===== config.mk =====
export PLATFORM = sky130hd
export DESIGN_NAME = fp_add_scheduler
export DESIGN_NICKNAME = d
export VERILOG_FILES = /design/src/rtl/fp_pkg.sv /design/src/rtl/fp_add_scheduler_rr_arbiter.sv /design/src/rtl/fp_add_scheduler.sv
export SDC_FILE = /design/constraint.sdc
export NUM_CORES = 1
export LEC_CHECK = 0
export CAP_MARGIN = 10
export CORE_AREA = 2 2 156 158
export DETAILED_ROUTE_END_ITERATION = 10
export DIE_AREA = 0 0 158 160
export GPL_ROUTABILITY_DRIVEN = 0
export PLACE_DENSITY = 0.61
export SLEW_MARGIN = 15
export SYNTH_ARGS = -nofsm -noshare
export SYNTH_HDL_FRONTEND = slang
export SYNTH_SLANG_ARGS = --single-unit

===== constraint.sdc =====
create_clock -name clk -period 6.1 [get_ports clk]
set_input_delay 0.915 -clock clk [delete_from_list [all_inputs] [get_ports clk]]
set_output_delay 0.915 -clock clk [all_outputs]
set_load 0.05 [all_outputs]

===== src/rtl/fp_pkg.sv =====
// Shared single-precision types and scheduler state encoding for the FP adder
// sharing logic.
package fp_pkg;

  localparam int FP_WIDTH = 32;

  typedef struct packed {
    logic       sign;
    logic [7:0] exponent;
    logic [22:0] mantissa;
  } fp32_t;

  typedef enum logic [1:0] {
    IDLE,
    RUN,
    DRAIN
  } schedState_t;

endpackage


===== src/rtl/fp_add_scheduler_rr_arbiter.sv =====
// Combinational round-robin arbiter: searches upward from ptr (wrapping) and
// grants the first asserted request. The pointer register lives in the caller.
module rr_arbiter #(
  parameter int NUM_REQ = 4,
  localparam int ID_W = $clog2(NUM_REQ)
) (
  input  logic [NUM_REQ-1:0] req,
  input  logic [ID_W-1:0]    ptr,
  input  logic               enable,
  output logic [NUM_REQ-1:0] grant,
  output logic [ID_W-1:0]    grantIdx
);

  logic [ID_W-1:0] idx;

  // Walk the search order backwards so the earliest candidate is written last.
  always_comb begin
    grant    = '0;
    grantIdx = '0;
    idx      = '0;
    if (enable) begin
      for (int k = NUM_REQ - 1; k >= 0; k--) begin
        idx = ID_W'((int'(ptr) + k) % NUM_REQ);
        if (req[idx]) begin
          grant      = '0;
          grant[idx] = 1'b1;
          grantIdx   = idx;
        end
      end
    end
  end

endmodule


===== src/rtl/fp_add_scheduler.sv =====
// Shares one fixed-latency FP adder among NUM_REQ requesters: round-robin issue,
// a requester-tag pipeline matched to the adder latency, and a drain control.
//
// state | meaning
// IDLE  | nothing requested or in flight; arbitration armed
// RUN   | arbitrating and issuing; results returning
// DRAIN | issue blocked; waiting for in-flight results and drain release
module fp_add_scheduler
  import fp_pkg::*;
#(
  parameter int NUM_REQ = 4,
  parameter int ADD_LAT = 3,
  localparam int ID_W = $clog2(NUM_REQ)
) (
  input  logic                               clk,
  input  logic                               reset,
  input  logic [NUM_REQ-1:0]                 req_valid,
  input  logic [NUM_REQ-1:0][FP_WIDTH-1:0]   req_opA,
  input  logic [NUM_REQ-1:0][FP_WIDTH-1:0]   req_opB,
  output logic [NUM_REQ-1:0]                 req_ready,
  output logic                               add_valid,
  output logic [FP_WIDTH-1:0]                add_opA,
  output logic [FP_WIDTH-1:0]                add_opB,
  input  logic [FP_WIDTH-1:0]                add_result,
  output logic                               rsp_valid,
  output logic [ID_W-1:0]                    rsp_id,
  output logic [FP_WIDTH-1:0]                rsp_data,
  input  logic                               drain,
  output logic                               idle
);

  schedState_t               state;
  logic [ID_W-1:0]           rrPtr;
  logic [ID_W-1:0]           grantIdx;
  logic [ID_W-1:0]           issueId;
  logic                      handshake;
  logic                      arbEnable;
  logic                      anyValid;
  logic                      pipeEmpty;
  logic [ADD_LAT-1:0]        tagValid;
  logic [ADD_LAT-1:0][ID_W-1:0] tagId;
  fp32_t                     selA;
  fp32_t                     selB;

  // Reset gates the grant so req_ready is 0 for the whole reset window.
  assign arbEnable = !reset && !drain && (state != DRAIN);

  rr_arbiter #(.NUM_REQ(NUM_REQ)) uArb (
    .req     (req_valid),
    .ptr     (rrPtr),
    .enable  (arbEnable),
    .grant   (req_ready),
    .grantIdx(grantIdx)
  );

  assign handshake = |req_ready;
  assign anyValid  = |req_valid;
  assign selA      = req_opA[grantIdx];
  assign selB      = req_opB[grantIdx];
  // add_valid is the first tag stage; tagValid[k] lines up with the adder k+1 cycles later.
  assign pipeEmpty = !add_valid && !(|tagValid);

  always_ff @(posedge clk or posedge reset) begin
    if (reset) begin
      state     <= IDLE;
      rrPtr     <= '0;
      add_valid <= 1'b0;
      add_opA   <= '0;
      add_opB   <= '0;
      issueId   <= '0;
      tagValid  <= '0;
      tagId     <= '0;
      rsp_valid <= 1'b0;
      rsp_id    <= '0;
      rsp_data  <= '0;
      idle      <= 1'b1;
    end else begin
      add_valid <= handshake;
      if (handshake) begin
        add_opA <= selA;
        add_opB <= selB;
        issueId <= grantIdx;
        rrPtr   <= (int'(grantIdx) == NUM_REQ - 1) ? '0 : grantIdx + 1'b1;
      end

      tagValid[0] <= add_valid;
      tagId[0]    <= issueId;
      for (int k = 1; k < ADD_LAT; k++) begin
        tagValid[k] <= tagValid[k-1];
        tagId[k]    <= tagId[k-1];
      end

      rsp_valid <= tagValid[ADD_LAT-1];
      if (tagValid[ADD_LAT-1]) begin
        rsp_id   <= tagId[ADD_LAT-1];
        rsp_data <= add_result;
      end

      idle <= ((state == IDLE) && !handshake) ||
              ((state == RUN) && !anyValid && pipeEmpty) ||
              ((state == DRAIN) && pipeEmpty);

      case (state)
        IDLE:    if (anyValid && !drain) state <= RUN;
        RUN:     if (drain) state <= DRAIN;
                 else if (!anyValid && pipeEmpty) state <= IDLE;
        DRAIN:   if (!drain && pipeEmpty) state <= IDLE;
        default: state <= IDLE;
      endcase
    end
  end

endmodule

Yosys cells after proc, flatten, opt, wreduce, memory -nomap -nowiden

Index checks and enable logic that the tools add are counted.

Flip-flop bits (word level): 116
Latch bits: 0
Bits in writable memories: 0
Bits in read-only memories: 0
Output and inout bits: 105
Logic and storage cells: 97
Memories: 0

Add/subtract/negate cells: 4
Multipliers: 0
Divide/modulo/power cells: 0
Magnitude comparators: 9
Eq/ne operators: 7
Shift operators: 0
Multiplexer cells: 36
Bitwise operators: 0
Reduce and logical (&&, ||, !) cells: 27

Operator list:

| cell                | count |
|---|---|
| $bmux 32 s2         | 2 |
| $mux 32             | 2 |
| $mux 2              | 10 |
| $mux 4              | 5 |
| $lt 2x3->1 const B  | 5 |
| $logic_and 1x1->1   | 14 |
| $bmux 1 s2          | 4 |
| $demux 1 s2         | 4 |
| $ge 2x1->1 const B  | 4 |
| $mux 1              | 8 |
| $reduce_or 4->1     | 2 |
| $logic_not 1->1     | 6 |
| $pmux 2 s3          | 1 |
| $add 2x1->2 const B | 2 |
| $add 2x2->2 const B | 2 |
| $eq 2x1->1 const B  | 2 |
| $ne 2x1->1 const B  | 2 |
| $ne 3x2->1 const B  | 1 |
| $reduce_and 3->1    | 1 |
| $reduce_or 3->1     | 1 |
| $eq 2x2->1 const B  | 1 |
| $logic_not 2->1     | 1 |
| $logic_or 1x1->1    | 2 |
| $ne 2x2->1 const B  | 1 |

Longest topological paths before layout

Word-level depth: 15
Depth in mapped cells: 14
Depth with buffers taken out: 9

By module

Synthesis repeated with hierarchy kept, for this count alone.

Cell total of the unflattened synthesis: 381
Area, all modules: 6291.0 um2

By module, submodules not included:

| module           | instances | cells each | area each (um2) |
|---|---|---|---|
| fp_add_scheduler | 1         | 325        | 5803.1 |
| rr_arbiter       | 1         | 56         | 488.0 |

Worst setup path after synthesis

OpenSTA, ideal clock, no wires.

Path kind: flip-flop to output port
Start: register rrPtr[0]
End: output port req_ready[0]
Arrival time: 2.823 ns
Data required time: 5.185 ns
Setup slack: 2.362 ns
Stages on the path, launching flop included: 9
Buffers on the path: 2
Path through: dfrtp_1 > buf_4 > inv_1 > ha_1 > buf_6 > mux2_4 > nor3_1 > o21ai_0 > a31oi_1

Longest elaborated chain between the ends: 10
Elaborated cells between the ends (all ways): 36
Classes of those cells: add/sub: 3; order compare: 8; mux: 21; reduce/logical: 4

Ends and longest elaborated chain:

| element                                                               | RTL line                          | source |
|---|---|---|
| from (decl)                                                           | fp_add_scheduler.sv:33            | `logic [ID_W-1:0] rrPtr;` |
| from (signal assigned)                                                | fp_add_scheduler.sv:83            | `rrPtr <= (int'(grantIdx) == NUM_REQ - 1) ? '0 : grantIdx + 1'b1;` |
| $add 2x2->2                                                           | fp_add_scheduler_rr_arbiter.sv:23 | `idx = ID_W'((int'(ptr) + k) % NUM_REQ);` |
| $lt 2x3->1 (implied by the code) / $ge 2x1->1 (equally long branches) | fp_add_scheduler_rr_arbiter.sv:26 | `grant[idx] = 1'b1;` |
| $logic_and 1x1->1 (implied by the code)                               | fp_add_scheduler_rr_arbiter.sv:26 |  |
| $mux 1 (implied by the code)                                          | fp_add_scheduler_rr_arbiter.sv:26 |  |
| $demux 1 s2                                                           | --                                |  |
| $mux 4 (3 in series)                                                  | fp_add_scheduler_rr_arbiter.sv:24 | `if (req[idx]) begin` |
| $mux 4 *                                                              | fp_add_scheduler_rr_arbiter.sv:24 |  |
| $mux 4 *                                                              | fp_add_scheduler_rr_arbiter.sv:21 | `if (enable) begin` |
| to (decl)                                                             | fp_add_scheduler.sv:20            | `output logic [NUM_REQ-1:0] req_ready,` |

Every way passes the cells marked *; elsewhere a longest branch is shown, timed or not. The select of a mux whose other input is x is not followed.

Worst setup path in the final report

Start: register rrPtr[0]
End: output port req_ready[1]

The elaborated chain is that of the path after synthesis.

==> run_summary.xml <==
<?xml version="1.0" encoding="UTF-8"?>
<metrics>
  <group name="status">
    <metric name="status" unit="">finished, final reports clean</metric>
  </group>
  <group name="sta">
    <metric name="max_clock_freq" unit="MHz">199</metric>
    <metric name="finalSetupViolCount" unit="">0</metric>
    <metric name="slew_headroom" unit="%">21.9</metric>
    <metric name="grt_setup_unrepaired" unit="">false</metric>
    <metric name="final_max_slew_viol_count" unit="">0</metric>
    <metric name="hold_viol" unit="">0</metric>
    <metric name="timing.setup.tns" unit="ns">0</metric>
    <metric name="skew" unit="ns">0.0114</metric>
    <metric name="min_period_over_period" unit="%">82.2</metric>
    <metric name="fin_crit" unit="ns">5.02</metric>
    <metric name="worstMarginPinSlew" unit="ns">1.17</metric>
  </group>
  <group name="clock_network">
    <metric name="cts_sinks" unit="">116</metric>
    <metric name="path_clk_slew" unit="ns">0.06</metric>
    <metric name="post-cts-setup-buffer-count" unit="">0</metric>
    <metric name="quantity_of_gates_resized_following_cts" unit="">0</metric>
    <metric name="cts_hold_buf" unit="">0</metric>
    <metric name="clockRootBuffer" unit="">clkbuf_16</metric>
    <metric name="clock_tree.buffer_depth" unit="">2</metric>
    <metric name="cts_made_buffers" unit="">17</metric>
    <metric name="tritoncts_clock_tree" unit="">built</metric>
    <metric name="clk_latency" unit="ns">0.41</metric>
    <metric name="htree_num_levels" unit="">4</metric>
  </group>
  <group name="yosys">
    <metric name="synthesis.area" unit="um2">6840</metric>
    <metric name="post_synth.cell_area_avg" unit="um2">8.82</metric>
    <metric name="asyncSetResetFlopFracSynth" unit="%">100</metric>
    <metric name="postSynthCellCount" unit="">776</metric>
    <metric name="synth.distinct_cells" unit="">45</metric>
    <metric name="synth.top_cells.by_area" unit="">dfrtp_1 42%, a32oi_1 8.2%, o21ai_0 6.1%, mux2_2 6.1%, o22ai_1 5.9%</metric>
    <metric name="synth.ff_latch_count" unit="">116</metric>
    <metric name="syn_nets" unit="">1079</metric>
    <metric name="synth_sequential_area_ratio" unit="%">42.4</metric>
    <metric name="synth_edf_count" unit="">0</metric>
    <metric name="ys_warns" unit="">0</metric>
    <metric name="yosysTopAreaCell" unit="">dfrtp_1</metric>
    <metric name="yosys-top-cells-count" unit="">115 x dfrtp_1, 84 x o21ai_0, 70 x nand2_1</metric>
    <metric name="top_reg_cell_synth" unit="">dfrtp_1</metric>
    <metric name="post-synth-top-area-fraction" unit="%">42.1</metric>
    <metric name="yosys.cell_count.top_type" unit="">dfrtp_1</metric>
  </group>
  <group name="critical_path">
    <metric name="cp_slowest_stage_delay" unit="ns">0.88</metric>
    <metric name="worst-setup-path-type" unit="">reg -&gt; out</metric>
    <metric name="timing.reg2reg.worst_path_depth" unit="">10</metric>
    <metric name="launch_instance_of_the_worst_register_to_register_path" unit="">rrPtr[0]</metric>
    <metric name="critical-path-slowest-cell" unit="">clkdlybuf4s50_1</metric>
    <metric name="timing.reg2reg.setup_slack" unit="ns">1.55</metric>
    <metric name="crit_chain" unit="">inv_1 &gt; ha_1 &gt; mux2_4 &gt; nor3_1 &gt; o21ai_0 &gt; a31oi_1 &gt; clkdlybuf4s50_1</metric>
    <metric name="crit_path_start_kind" unit="">flip-flop</metric>
    <metric name="worstPathMaxFanout" unit="">14</metric>
    <metric name="worstReg2RegEnd" unit="">add_opA[9]</metric>
    <metric name="critical_path.n_buffers_inverters" unit="">2</metric>
    <metric name="cp-end-kind" unit="">primary output</metric>
    <metric name="cp_data_arrival_time" unit="ns">4.10</metric>
    <metric name="crit_family" unit="">buffers and inverters</metric>
    <metric name="crit_required" unit="ns">5.18</metric>
  </group>
  <group name="die">
    <metric name="die_width" unit="um">158</metric>
    <metric name="io-pin-count" unit="">400</metric>
    <metric name="design.core.area" unit="um2">23800</metric>
    <metric name="placement_rows" unit="">57</metric>
    <metric name="die_h" unit="um">160</metric>
    <metric name="floorplan.die_area" unit="um2">25300</metric>
    <metric name="initial_utilization" unit="%">28.7</metric>
  </group>
  <group name="drt">
    <metric name="drt_pass1_iterations" unit="">5</metric>
    <metric name="routed_via_density" unit="">5.14</metric>
    <metric name="routed-via-count" unit="">7534</metric>
    <metric name="detail_route.wirelength.met1" unit="um">10800</metric>
    <metric name="maxUsedRoutingLayer" unit="">met5</metric>
    <metric name="routed_wire_length_per_instance" unit="um">19.4</metric>
    <metric name="met2RoutedLength" unit="um">13900</metric>
    <metric name="dr.first_iter.drc_count" unit="">445</metric>
    <metric name="drt.antenna.violating_nets" unit="">0</metric>
    <metric name="drt-total-wl" unit="um">28400</metric>
    <metric name="drcViolationCount" unit="">0</metric>
    <metric name="met3WireLength" unit="um">2600</metric>
  </group>
  <group name="pwr">
    <metric name="leakage" unit="uW">0.00468</metric>
    <metric name="p_sw" unit="uW">3160</metric>
    <metric name="power_frac_clock" unit="%">16.4</metric>
    <metric name="power.share.sequential" unit="%">21.6</metric>
    <metric name="comb_power_share" unit="%">62.0</metric>
    <metric name="power.ir.vdd_worst" unit="uV">338</metric>
    <metric name="sw_ratio" unit="%">49.7</metric>
    <metric name="internal-power" unit="uW">3190</metric>
    <metric name="power-per-cell-area" unit="nW/um2">548</metric>
  </group>
  <group name="place">
    <metric name="hpwl" unit="um">19800</metric>
    <metric name="port-buffer-count" unit="">399</metric>
  </group>
  <group name="finish">
    <metric name="area_growth_syn_to_layout" unit="%">69.4</metric>
    <metric name="fillerInstances" unit="">2372</metric>
    <metric name="postLayoutCoreUtil" unit="%">48.7</metric>
    <metric name="layout.nets" unit="">1431</metric>
    <metric name="drive_above_1_share" unit="%">8.76</metric>
  </group>
  <group name="grt">
    <metric name="via_count_of_the_first_global_routing_pass" unit="">7533</metric>
    <metric name="globalRouteTotalUtil" unit="%">21.5</metric>
    <metric name="grt_remaining_overflow" unit="">0</metric>
    <metric name="number_of_antenna_violations_at_the_first_check_in_global_routing" unit="">2</metric>
    <metric name="maximum_number_of_pins_on_one_net_before_global_route_repair" unit="">136</metric>
    <metric name="grt_first_pass_wirelength" unit="um">41800</metric>
  </group>
  <group name="worst_hold_path">
    <metric name="hold-path-cell-count" unit="">0</metric>
    <metric name="hp-class" unit="">reg -&gt; reg</metric>
    <metric name="capture_endpoint_of_the_worst_hold_path" unit="">tagId[3]</metric>
    <metric name="min-delay-start" unit="">tagId[1]</metric>
  </group>
  <group name="job">
    <metric name="max_cap_viol_count" unit="">0</metric>
  </group>
</metrics>
## worst reg2reg max path: stages, from the launching register on
cell and delay (ns):
dfrtp_1 0.72, inv_1 0.37, ha_1 0.61, inv_1 0.15
and3_1 0.24, a2111oi_4 1.05, buf_4 0.51, nand3_1 0.15
a32oi_1 0.38, o22ai_1 0.14, o21ai_1 0.15
## cells in the final DEF, fill, tap and decap left out, types with 4 or more instances in the layout
cell type | netlist | layout
a21oi_1 | 7 | 6
mux2i_1 | 5 | 5
clkdlybuf4s50_1 | 0 | 399
clkbuf_16 | 0 | 17
dfrtp_1 | 115 | 115
nand2_1 | 70 | 70
o21ai_0 | 84 | 84
buf_4 | 4 | 12
nor3_1 | 5 | 5
o21ai_1 | 60 | 60
nor2_1 | 6 | 6
nand3_1 | 64 | 64
mux2_2 | 37 | 37
a32oi_1 | 64 | 64
ha_1 | 8 | 8
a31oi_1 | 4 | 4
inv_1 | 68 | 67
o22ai_1 | 65 | 65
clkinv_4 | 0 | 4
## power groups by stage
stage / clock network (uW) / registers (uW) / logic, uW
2_1_floorplan: 0 / 2510 / 1500
3_3_place_gp: 0 / 1370 / 3920
3_5_place_dp: 0 / 1390 / 3950
4_1_cts: 1070 / 1380 / 3960
5_1_grt: 1110 / 1420 / 4170
6_report: 1040 / 1370 / 3940
## sequential cells by signal, summed over array words and instances (netlist names)
register,count
rsp_data,32
tagId,6
add_opB,32
issueId,2
add_valid,1
add_opA,32
tagValid,3
rsp_valid,1
rrPtr,2
idle,1
state,2
rsp_id,2
## logic make-up (layout without fill, tap and decap cells)
| logic type | count (synthesis) | after routing | synth area share (%) |
|---|---|---|---|
| AO/OA/AOI/OAI | 297 | 297 | 27.8 |
| AND/OR/NAND/NOR | 162 | 162 | 11.3 |
| buffers and inverters | 148 | 513 | 9.60 |
| flip-flops | 116 | 116 | 42.4 |
| multiplexers | 44 | 44 | 7.26 |
| adder cells (fa/ha/maj) | 8 | 8 | 1.46 |
| XOR/XNOR | 1 | 1 | 0.128 |
| other | 0 | 1 | 0 |
## routing by layer
| layer | vias to the layer above | GRT usage (%) |
|---|---|---|
| met4 | 2 | 9.42 |
| met1 | 3540 | 24.1 |
| met3 | 64 | 6.35 |
| li1 | 3560 | - |
| met2 | 368 | 37.5 |
| met5 | - | 0 |
## how the worst max path moves through the flow
| stage | start | endpoint | slack [ns] | depth (start not counted) |
|---|---|---|---|---|
| detailed placement | rrPtr[0] | req_ready[1] | 1.57 | 7 |
| floorplan | reset | add_opA[0] | 2.11 | 1 |
| global placement | rrPtr[0] | req_ready[0] | 1.70 | 7 |
| global route | rrPtr[0] | req_ready[2] | 0.82 | 7 |
| CTS | rrPtr[0] | req_ready[1] | 1.11 | 7 |
| finish | rrPtr[0] | req_ready[1] | 1.08 | 7 |
## stage by stage
step / total power (uW) / worst slack [ns] / hold WS, ns / std cells / instance area (um2)
global placement: 5290 / 1.70 / 0.332 / 1433 / 11000
CTS: 6410 / 1.11 / 0.348 / 1465 / 11600
floorplan: 4010 / 2.11 / 0.331 / 776 / 6840
finish: 6360 / 1.08 / 0.345 / 1466 / 11600
detailed placement: 5330 / 1.57 / 0.336 / 1433 / 11000
global route: 6700 / 0.820 / 0.353 / 1465 / 11600
## final cells by class
cell class | instances | area [um2] | area share (%)
tap | 324 | 405 | 3.50
timing repair buffer | 412 | 4100 | 35.4
clock inverter | 14 | 176 | 1.52
antenna | 1 | 2.50 | 0.0216
clock buffer | 18 | 439 | 3.79
sequential | 116 | 2900 | 25.1
inverter | 69 | 262 | 2.26
multi-input combinational | 512 | 3300 | 28.4
(Power assumes the default switching activity.)
